[src/rtl/ntsc_sync_sep.sv]
`default_nettype none
// ============================================================================
// Module   : ntsc_sync_sep
// Purpose  : Composite-video sync separator with a flywheel line timer.
//            It takes 10-bit composite samples, one per CK_EE_i strobe, and
//            classifies each sync-level pulse by width as H-sync, equalizing,
//            broad, or ignored. It then keeps a horizontal/vertical position
//            that locks to the incoming line rate.
// Ports    : CK_i       clock, runs at 8x the sample rate
//            XARST_i    synchronous reset, active low
//            CK_EE_i    sample strobe; all state advances only on strobe cycles
//            VIDEOs_i   composite sample, valid while CK_EE_i = 1
//            HSYNC_o    1-cycle pulse at the end of an accepted H-sync
//            VSYNC_o    1-cycle pulse at the end of the 3rd consecutive broad
//            FIELD_o    0 = field 1, 1 = field 2
//            LOCKED_o   flywheel locked to the incoming line timing
//            HCTRs_o    sample index within the line, 0..C_H_TOTAL-1
//            VCTRs_o    line index since the last VSYNC, saturates at 1023
// Revision : 1.0  initial release
// ============================================================================
module ntsc_sync_sep #(
    parameter logic [9:0] C_SYNC_TH = 10'd64,
    parameter int         C_H_TOTAL = 780,
    parameter int         C_HS_MIN  = 48,
    parameter int         C_HS_MAX  = 70,
    parameter int         C_EQ_MIN  = 20,
    parameter int         C_EQ_MAX  = 40,
    parameter int         C_BR_MIN  = 280,
    parameter int         C_H_TOL   = 4,
    parameter int         C_LOCK_N  = 4
) (
    input  logic       CK_i,
    input  logic       XARST_i,
    input  logic       CK_EE_i,
    input  logic [9:0] VIDEOs_i,
    output logic       HSYNC_o,
    output logic       VSYNC_o,
    output logic       FIELD_o,
    output logic       LOCKED_o,
    output logic [9:0] HCTRs_o,
    output logic [9:0] VCTRs_o
);

    localparam logic [0:0] S_HUNT = 1'b0;
    localparam logic [0:0] S_LOCK = 1'b1;

    localparam logic [9:0] C_HCTR_LAST = 10'(C_H_TOTAL - 1);
    localparam logic [9:0] C_HALF_LINE = 10'(C_H_TOTAL / 2);
    localparam logic [9:0] C_HS_MIN_W  = 10'(C_HS_MIN);
    localparam logic [9:0] C_HS_MAX_W  = 10'(C_HS_MAX);
    localparam logic [9:0] C_EQ_MIN_W  = 10'(C_EQ_MIN);
    localparam logic [9:0] C_EQ_MAX_W  = 10'(C_EQ_MAX);
    localparam logic [9:0] C_BR_MIN_W  = 10'(C_BR_MIN);
    localparam logic [9:0] C_TOL_W     = 10'(C_H_TOL);
    localparam logic [2:0] C_LOCK_CNT  = 3'(C_LOCK_N);
    // Lines 0..8 after VSYNC are the vertical interval; no H pulses are
    // expected there, so missing ones must not count against lock.
    localparam logic [9:0] C_VBLANK    = 10'd9;
    localparam logic [9:0] C_SAT       = 10'h3FF;

    logic [0:0] r_state;
    logic       r_sync_f;
    logic       r_diff;
    logic [9:0] r_width;
    logic [9:0] r_hctr;
    logic [9:0] r_vctr;
    logic [2:0] r_good;
    logic [2:0] r_miss;
    logic [1:0] r_brcnt;
    logic       r_seen;

    logic       w_raw;
    logic       w_toggle;
    logic       w_rise;
    logic       w_fall;
    logic [9:0] w_width_inc;
    logic       w_is_h;
    logic       w_is_eq;
    logic       w_is_br;
    logic       w_is_ign;
    logic       w_wrap;
    logic [9:0] w_hctr_inc;
    logic [9:0] w_vctr_inc;
    logic [9:0] w_phase_err;
    logic       w_in_win;
    logic       w_missed;

    assign HCTRs_o = r_hctr;
    assign VCTRs_o = r_vctr;

    // Sync level is accepted only after two consecutive disagreeing samples.
    assign w_raw    = (VIDEOs_i < C_SYNC_TH);
    assign w_toggle = (w_raw != r_sync_f) && r_diff;
    assign w_rise   = w_toggle && !r_sync_f;
    assign w_fall   = w_toggle && r_sync_f;

    // The closing sample of a pulse still counts toward its width, so the
    // width is classified from the incremented value.
    assign w_width_inc = (r_width == C_SAT) ? r_width : r_width + 10'd1;

    assign w_is_h   = w_fall && (w_width_inc >= C_HS_MIN_W) && (w_width_inc <= C_HS_MAX_W);
    assign w_is_eq  = w_fall && (w_width_inc >= C_EQ_MIN_W) && (w_width_inc <= C_EQ_MAX_W);
    assign w_is_br  = w_fall && (w_width_inc >= C_BR_MIN_W);
    assign w_is_ign = w_fall && !(w_is_h || w_is_eq || w_is_br);

    assign w_wrap     = (r_hctr == C_HCTR_LAST);
    assign w_hctr_inc = w_wrap ? 10'd0 : r_hctr + 10'd1;
    assign w_vctr_inc = (r_vctr == C_SAT) ? r_vctr : r_vctr + 10'd1;

    // Reloading HCTR with the pulse width places HCTR = 0 on the sync leading
    // edge; the flywheel agrees when its next value is close to that width.
    assign w_phase_err = (w_hctr_inc >= w_width_inc) ? (w_hctr_inc - w_width_inc)
                                                     : (w_width_inc - w_hctr_inc);
    assign w_in_win    = w_is_h && (w_phase_err <= C_TOL_W);

    // A line ends with no in-window H since the previous wrap.
    assign w_missed = w_wrap && !(r_seen || w_in_win) && (r_vctr >= C_VBLANK);

    always_ff @(posedge CK_i) begin
        if (!XARST_i) begin
            r_state  <= S_HUNT;
            r_sync_f <= 1'b0;
            r_diff   <= 1'b0;
            r_width  <= 10'd0;
            r_hctr   <= 10'd0;
            r_vctr   <= 10'd0;
            r_good   <= 3'd0;
            r_miss   <= 3'd0;
            r_brcnt  <= 2'd0;
            r_seen   <= 1'b0;
            HSYNC_o  <= 1'b0;
            VSYNC_o  <= 1'b0;
            FIELD_o  <= 1'b0;
            LOCKED_o <= 1'b0;
        end else begin
            HSYNC_o <= 1'b0;
            VSYNC_o <= 1'b0;
            if (CK_EE_i) begin
                if (w_raw == r_sync_f) begin
                    r_diff <= 1'b0;
                end else if (r_diff) begin
                    r_sync_f <= w_raw;
                    r_diff   <= 1'b0;
                end else begin
                    r_diff <= 1'b1;
                end

                if (w_rise) begin
                    r_width <= 10'd0;
                end else if (r_sync_f) begin
                    r_width <= w_width_inc;
                end

                // Free-running flywheel; an accepted H reload below overrides
                // the increment, while the line count still advances on wrap.
                r_hctr <= w_hctr_inc;
                if (w_wrap) begin
                    r_vctr <= w_vctr_inc;
                end

                if (w_in_win) begin
                    r_seen <= 1'b1;
                end else if (w_wrap) begin
                    r_seen <= 1'b0;
                end

                case (r_state)
                    S_HUNT: begin
                        if (w_is_h) begin
                            r_hctr  <= w_width_inc;
                            HSYNC_o <= 1'b1;
                            if (!w_in_win) begin
                                r_good <= 3'd0;
                            end else if (r_good == C_LOCK_CNT - 3'd1) begin
                                r_state  <= S_LOCK;
                                LOCKED_o <= 1'b1;
                                r_good   <= 3'd0;
                                r_miss   <= 3'd0;
                            end else begin
                                r_good <= r_good + 3'd1;
                            end
                        end
                    end
                    S_LOCK: begin
                        if (w_in_win) begin
                            r_hctr  <= w_width_inc;
                            HSYNC_o <= 1'b1;
                            r_miss  <= 3'd0;
                        end else if (w_missed) begin
                            if (r_miss == C_LOCK_CNT - 3'd1) begin
                                r_state  <= S_HUNT;
                                LOCKED_o <= 1'b0;
                                r_good   <= 3'd0;
                                r_miss   <= 3'd0;
                            end else begin
                                r_miss <= r_miss + 3'd1;
                            end
                        end
                    end
                    default: begin
                        r_state  <= S_HUNT;
                        LOCKED_o <= 1'b0;
                    end
                endcase

                // Vertical: three broad pulses in a row mark VSYNC; EQ pulses
                // are transparent, anything else breaks the run.
                if (w_is_br) begin
                    if (r_brcnt == 2'd2) begin
                        VSYNC_o <= 1'b1;
                        r_brcnt <= 2'd0;
                        r_vctr  <= 10'd0;
                        FIELD_o <= (r_hctr >= C_HALF_LINE);
                    end else begin
                        r_brcnt <= r_brcnt + 2'd1;
                    end
                end else if (w_is_h || w_is_ign) begin
                    r_brcnt <= 2'd0;
                end
            end
        end
    end

endmodule
`default_nettype wire

[config.mk]
export PLATFORM = sky130hd
export DESIGN_NAME = ntsc_sync_sep
export DESIGN_NICKNAME = d
export VERILOG_FILES = /design/src/rtl/ntsc_sync_sep.sv
export SDC_FILE = /design/constraint.sdc
export NUM_CORES = 1
export LEC_CHECK = 0
export ABC_CLOCK_PERIOD_IN_PS = 4400
export BUFFER_PORTS_ARGS = -buffer_cell sky130_fd_sc_hd__buf_2
export CAP_MARGIN = 20
export CORE_ASPECT_RATIO = 0.7
export CORE_UTILIZATION = 54
export DETAILED_ROUTE_END_ITERATION = 8
export GPL_TIMING_DRIVEN = 0
export PLACE_DENSITY = 0.77
export SLEW_MARGIN = 20
export SYNTH_ARGS = -nofsm -noshare
export SYNTH_HDL_FRONTEND = slang
export SYNTH_SLANG_ARGS = --single-unit
export TNS_END_PERCENT = 5
[constraint.sdc]
create_clock -name CK_i -period 4.4 [get_ports CK_i]
set_clock_uncertainty 0.15 [all_clocks]
set_input_delay 0.88 -clock CK_i [delete_from_list [all_inputs] [get_ports CK_i]]
set_output_delay 0.88 -clock CK_i [all_outputs]
set_load 0.01 [all_outputs]
### Word-level counts from Yosys, hierarchy flattened

Cells that the tools add are included.

| cells by class | value |
|---|---|
| bitwise gates (word level) | 2 |
| add/subtract/negate cells | 8 |
| equality and inequality tests | 15 |
| reductions and logical operators | 32 |
| muxes and demuxes | 51 |
| $lt $le $gt $ge | 10 |

Operators with widths:

| kind | count |
|---|---|
| $mux 10 | 11 |
| $mux 3 | 12 |
| $add 10x1->10 const B | 3 |
| $eq 10x10->1 const B | 3 |
| $ge 10x9->1 const B | 2 |
| $pmux 10 s2 | 1 |
| $sub 10x10->10 | 2 |
| $mux 1 | 19 |
| $logic_and 1x1->1 | 12 |
| $pmux 3 s2 | 2 |
| $ge 10x10->1 | 1 |
| $ge 10x4->1 const B | 1 |
| $ge 10x5->1 const B | 1 |
| $ge 10x6->1 const B | 1 |
| $le 10x3->1 const B | 1 |
| $le 10x6->1 const B | 1 |
| $le 10x7->1 const B | 1 |
| $lt 10x7->1 const B | 1 |
| $reduce_and 5->1 | 2 |
| $reduce_and 3->1 | 3 |
| $ne 2x2->1 const B | 4 |
| $reduce_and 2->1 | 4 |
| $reduce_and 7->1 | 1 |
| $add 3x1->3 const B | 2 |
| other kinds (13) | 27 |

| word-level totals | value |
|---|---|
| output and inout bits | 24 |
| flip-flop bits (word level) | 46 |

### Logic depth before layout (Yosys ltp)

| logic depth | value |
|---|---|
| word-level depth | 14 |
| gate-level depth with buffers | 19 |
| gate-level depth less buffers | 17 |

### Least setup slack after synthesis

No wires, ideal clock.

| path | value |
|---|---|
| path kind | reg2reg |
| from | register r_hctr[6] (netlist: HCTRs_o[6]) |
| to | register r_hctr[2] (netlist: HCTRs_o[2]) |
| path slack | -0.022 ns |
| data required time | 4.118 ns |
| data arrival time | 4.140 ns |
| stages on the path, launching flop included | 17 |
| library setup time | 0.132 ns |
| path buffers | 4 |
| cell sequence | dfxtp_1 > clkbuf_1 > or3_1 > nor4_4 > nor2_1 > ha_1 > clkbuf_1 > and3_1 > a311oi_1 > o21bai_1 > clkbuf_1 > mux2_2 > o221a_2 > a31oi_1 > buf_2 > mux2i_1 > a21oi_1 |

| on the way | value |
|---|---|
| cells in the longest elaborated chain, start to end | 8 |
| elaborated cells on any way between the ends | 12 |

Ends and longest elaborated chain:

| element | line | source |
|---|---|---|
| from (decl) | 65 | `logic [9:0] r_hctr;` |
| from (signal assigned) | 156 | `r_hctr <= w_hctr_inc;` |
| from (signal assigned) | 170 | `r_hctr <= w_width_inc;` |
| from (signal assigned) | 186 | `r_hctr <= w_width_inc;` |
| $add 10x1->10 or $eq 10x10->1 (tied branches) | 107, 106 |  |
| $mux 10 (*) | 107 | `assign w_hctr_inc = w_wrap ? 10'd0 : r_hctr + 10'd1;` |
| $sub 10x10->10 (tied with other cells) | 113 | `: (w_width_inc - w_hctr_inc);` |
| $mux 10 | 112 | `assign w_phase_err = (w_hctr_inc >= w_width_inc) ? (w_hctr_inc - w_width_inc)` |
| $le 10x3->1 | 114 | `assign w_in_win = w_is_h && (w_phase_err <= C_TOL_W);` |
| $logic_and 1x1->1 | 114 |  |
| $mux 10 | 185 | `if (w_in_win) begin` |
| $pmux 10 s2 (*) | 167 | `case (r_state)` |

Mark *: on every way between the ends. The rest lies on a longest branch, timed or not.
A chain may end at the register's enable or synchronous reset.

### Worst setup path after layout

| path | value |
|---|---|
| from | register r_width[0] |
| to | register r_hctr[2] (netlist: HCTRs_o[2]) |

| on the way | value |
|---|---|
| cells in the longest elaborated chain, start to end | 8 |
| elaborated cells on any way between the ends | 16 |

Ends and longest elaborated chain:

| element | line | source |
|---|---|---|
| from (decl) | 64 | `logic [9:0] r_width;` |
| from (signal assigned) | 151 | `r_width <= w_width_inc;` |
| $add 10x1->10 or $eq 10x10->1 (tied branches) | 99 | `assign w_width_inc = (r_width == C_SAT) ? r_width : r_width + 10'd1;` |
| $mux 10 (*) | 99 |  |
| $sub 10x10->10 (tied with other cells) | 113 |  |
| $mux 10 or $logic_and 1x1->1 (tied branches) | 112, 101 |  |
| $le 10x3->1 or $logic_and 1x1->1 (tied branches) | 114, 101 |  |
| $logic_and 1x1->1 | 114 |  |
| $mux 10 | 185 |  |
| $pmux 10 s2 (*) | 167 |  |

Marks and branches as above.

==> summary.txt <==
Run
  • Max-Cap Viols: 0

STA
  • Fin crit share: 0.982
  • Final Critical Period: 4320 ps
  • Final hold viol count: 0
  • Setup TNS: 0 ps
  • Max-slew headroom at the worst pin: 0.396
  • Fmax: 0.232 GHz
  • Slew @ Worst Pin: 884 ps
  • Final setup vio count: 0
  • Slew Limit Fails: 0
  • Hold_ws: 305 ps

Clocking
  • CTS H-tree lvls: 2
  • Clock net sink count: 46
  • Hold_buf cts: 0
  • CTS tree: done
  • Max Buffers Root-to-Sink: 2
  • CTS clk-pin slew, worst paths: 90 ps
  • Clock Latency Late Sink: 310 ps
  • Clk root buf: clkbuf_8
  • Total CTS buffers: 5

Global route
  • Gr usage total: 0.297
  • Total congestion overflow: 0
  • Initial antenna violation count: 0
  • Pin count of the biggest net entering global routing: 14
  • First-pass GRT wire length: 16.9 mm
  • Vias in the first global route: 3453

Synthesis
  • Most area-consuming cells after synthesis: dfxtp_1, ha_1, nand2_1
  • Ys Warns: 0
  • Yosys top cell area share: 0.249
  • Ys flop type: dfxtp_1
  • Synthesized cell area: 0.00370 mm^2
  • Net Count, Synth: 532
  • Post-synthesis cell type count: 66
  • Avg Cell Area, Syn: 7.52 um^2
  • Cells after Synth: 492
  • Asr flop ratio synth: 0
  • #FFs+latches synth: 46
  • EDFF count, synth: 0
  • Post-synthesis sequential area ratio: 0.249
  • Synth area leader: dfxtp_1

Power and ir drop
  • VDD IR max: 0.159 mV
  • P per Cell Area: 222 mW/mm^2
  • Leak: 0.00179 uW

Die
  • IO Pins: 37
  • Die span in y: 71.3 um
  • DIE AREA: 0.00719 mm^2
  • Initial Util: 0.576
  • Die width: 101 um
  • # rows: 24
  • CORE AREA: 0.00643 mm^2

Placed design
  • Cells after DPL: 613
  • Gpl congestion: 0.880
  • HPWL after DPL: 7.58 mm
  • Post-DP Area: 0.00397 mm^2
  • IO buf count: 30

Worst setup path
  • Worst R2R Start: r_width[0]
  • Worst path arrival time: 4340 ps
  • Crit Reg-Reg Endpoint: HCTRs_o[2]
  • Crit Path Max Fanout: 10
  • CP Launch Type: register
  • CP endpoint kind: register
  • CP Data Required Time: 4420 ps
  • Flop-to-flop setup slack: 80 ps
  • R2R cell count: 17
  • Worst Setup Path Type: reg2reg
  • Worst Setup SP: r_width[0]

Routing
  • DRC viols: 0
  • Via Count: 3915
  • Initial DRC Count: 307
  • Initial DRT Pass Iterations: 5
  • WL/cell: 17.2 um
  • Routed wire length: 10.8 mm
  • Vias/cell: 6.22
  • Final ANT Viol Nets: 0

Min path
  • Hold EP: r_miss[2]
  • Hold wc startpoint: r_miss[2]
  • WHS Path Cells: 2
  • Min-Delay Path Class: reg2reg

Final layout
  • Post-route cell area: 0.00443 mm^2
  • Layout area overhead: 19.8%
  • Nets: 578
  • Layout cells sized above 1: 0.232
  • Antenna cell count: 0
  • Finished Layout Cells: 629

Outcome
  • Status: completed
## synthesized netlist by cell type, drive strengths merged (2+ instances only)
master / n
a211oi: 4
buf: 5
nand2b: 3
ha: 27
dfxtp: 46
mux2i: 10
nand4: 6
a221oi: 2
or4: 4
nor2: 47
nand3: 26
a311oi: 3
xor2: 9
a31o: 3
and2: 5
or3: 5
o221ai: 2
nand2: 50
a21oi: 28
mux2: 3
and3: 11
nor4: 6
o21a: 5
o211ai: 6
o22ai: 3
nor4bb: 3
o21bai: 4
o21ai: 23
a21o: 8
xnor2: 12
nand3b: 2
inv: 36
nor2b: 7
clkbuf: 18
or2: 3
a22oi: 9
a31oi: 8
nor3: 18
a2111oi: 3
and4: 3
## power by group
| part | leakage, uW | switching [uW] | internal (uW) |
|---|---|---|---|
| logic | 0.00136 | 128 | 101 |
| registers | 0.000376 | 8.92 | 419 |
| clock network | 0.0000573 | 146 | 182 |
## metal layers
metal,share of wire,routed length [um],track usage
met5,0,0,0
met4,0.013,143,0.0725
met3,0.086,926,0.0488
met2,0.45,4880,0.473
met1,0.45,4840,0.422
## what timing repair did
item                                    CTS  global route
endpoints found under the setup margin   20            19
gates resized for setup                  35            33
cloned                                    0             0
buffers inserted                          9             7
pin swaps                                10            15
## worst max-delay path: stages (launching register included)
cell and delay, ps:
dfxtp_4 400, ha_4 160, and4_4 270, nand4_1 170, a21oi_4 270, inv_2 70
ha_4 280, a21o_4 230, a311oi_2 240, o21bai_1 120, buf_4 190, o211ai_1 290
a211oi_2 130, o221a_2 360, a31oi_4 320, buf_6 210, mux2i_1 210, a21oi_1 90
## cells in the final DEF, fill, tap and decap left out, types with 8 or more instances in the layout
| cell | netlist | final |
|---|---|---|
| a21oi_1 | 27 | 26 |
| a22oi_1 | 9 | 9 |
| and3_1 | 11 | 11 |
| buf_2 | 3 | 32 |
| buf_4 | 1 | 18 |
| clkbuf_1 | 18 | 9 |
| dfxtp_1 | 46 | 37 |
| ha_1 | 27 | 18 |
| inv_1 | 36 | 34 |
| mux2i_1 | 10 | 8 |
| nand2_1 | 50 | 48 |
| nand3_1 | 25 | 20 |
| nor2_1 | 47 | 45 |
| nor3_1 | 18 | 18 |
| o21ai_0 | 23 | 21 |
| xnor2_1 | 12 | 11 |
| xor2_1 | 9 | 8 |
## area by class of cell
cell class | instances | area, um^2
repair buffers | 46 | 270
flip-flops and latches | 46 | 940
fillers | 552 | 1990
plain buffers | 16 | 86.3
well taps | 91 | 114
multi-input cells | 387 | 2780
clock inverters | 1 | 30.0
inverters | 36 | 135
clock buffers | 6 | 82.6
## flip-flops by register name, summed over array words and instances (netlist names)
| register | cells |
|---|---|
| FIELD_o | 1 |
| HCTRs_o | 10 |
| HSYNC_o | 1 |
| LOCKED_o | 1 |
| VCTRs_o | 10 |
| VSYNC_o | 1 |
| r_brcnt | 2 |
| r_diff | 1 |
| r_good | 3 |
| r_miss | 3 |
| r_seen | 1 |
| r_state | 1 |
| r_sync_f | 1 |
| r_width | 10 |
## worst max-delay path by stage
stage	end	slack, ps	cells after the start
after CTS	LOCKED_o	1	18
after detailed placement	LOCKED_o	-890	17
after global routing	LOCKED_o	-40	18
after floorplan	LOCKED_o	60	17
final	HCTRs_o[2]	80	17
after global placement	LOCKED_o	-750	17
## through the flow
step                       util  total power (uW)  worst slack (ps)
after floorplan               -               576              56.8
after global placement    0.618               615              -749
after detailed placement  0.618               621              -888
after CTS                 0.665               967              1.01
after global routing      0.690              1020             -42.7
final                     0.690               985              80.3
## logic make-up (layout without fill, tap and decap cells)
group,Yosys count,in the layout,share of synthesized area
DFF,46,46,0.249
and+or+nand+nor,204,204,0.286
AOI/OAI and AO/OA,122,122,0.223
xor gates and xnor gates,21,21,0.0497
buffers and inverters,59,105,0.0639
adders and majority gates,27,27,0.0913
muxes,13,13,0.0372
(Power assumes the default switching activity.)
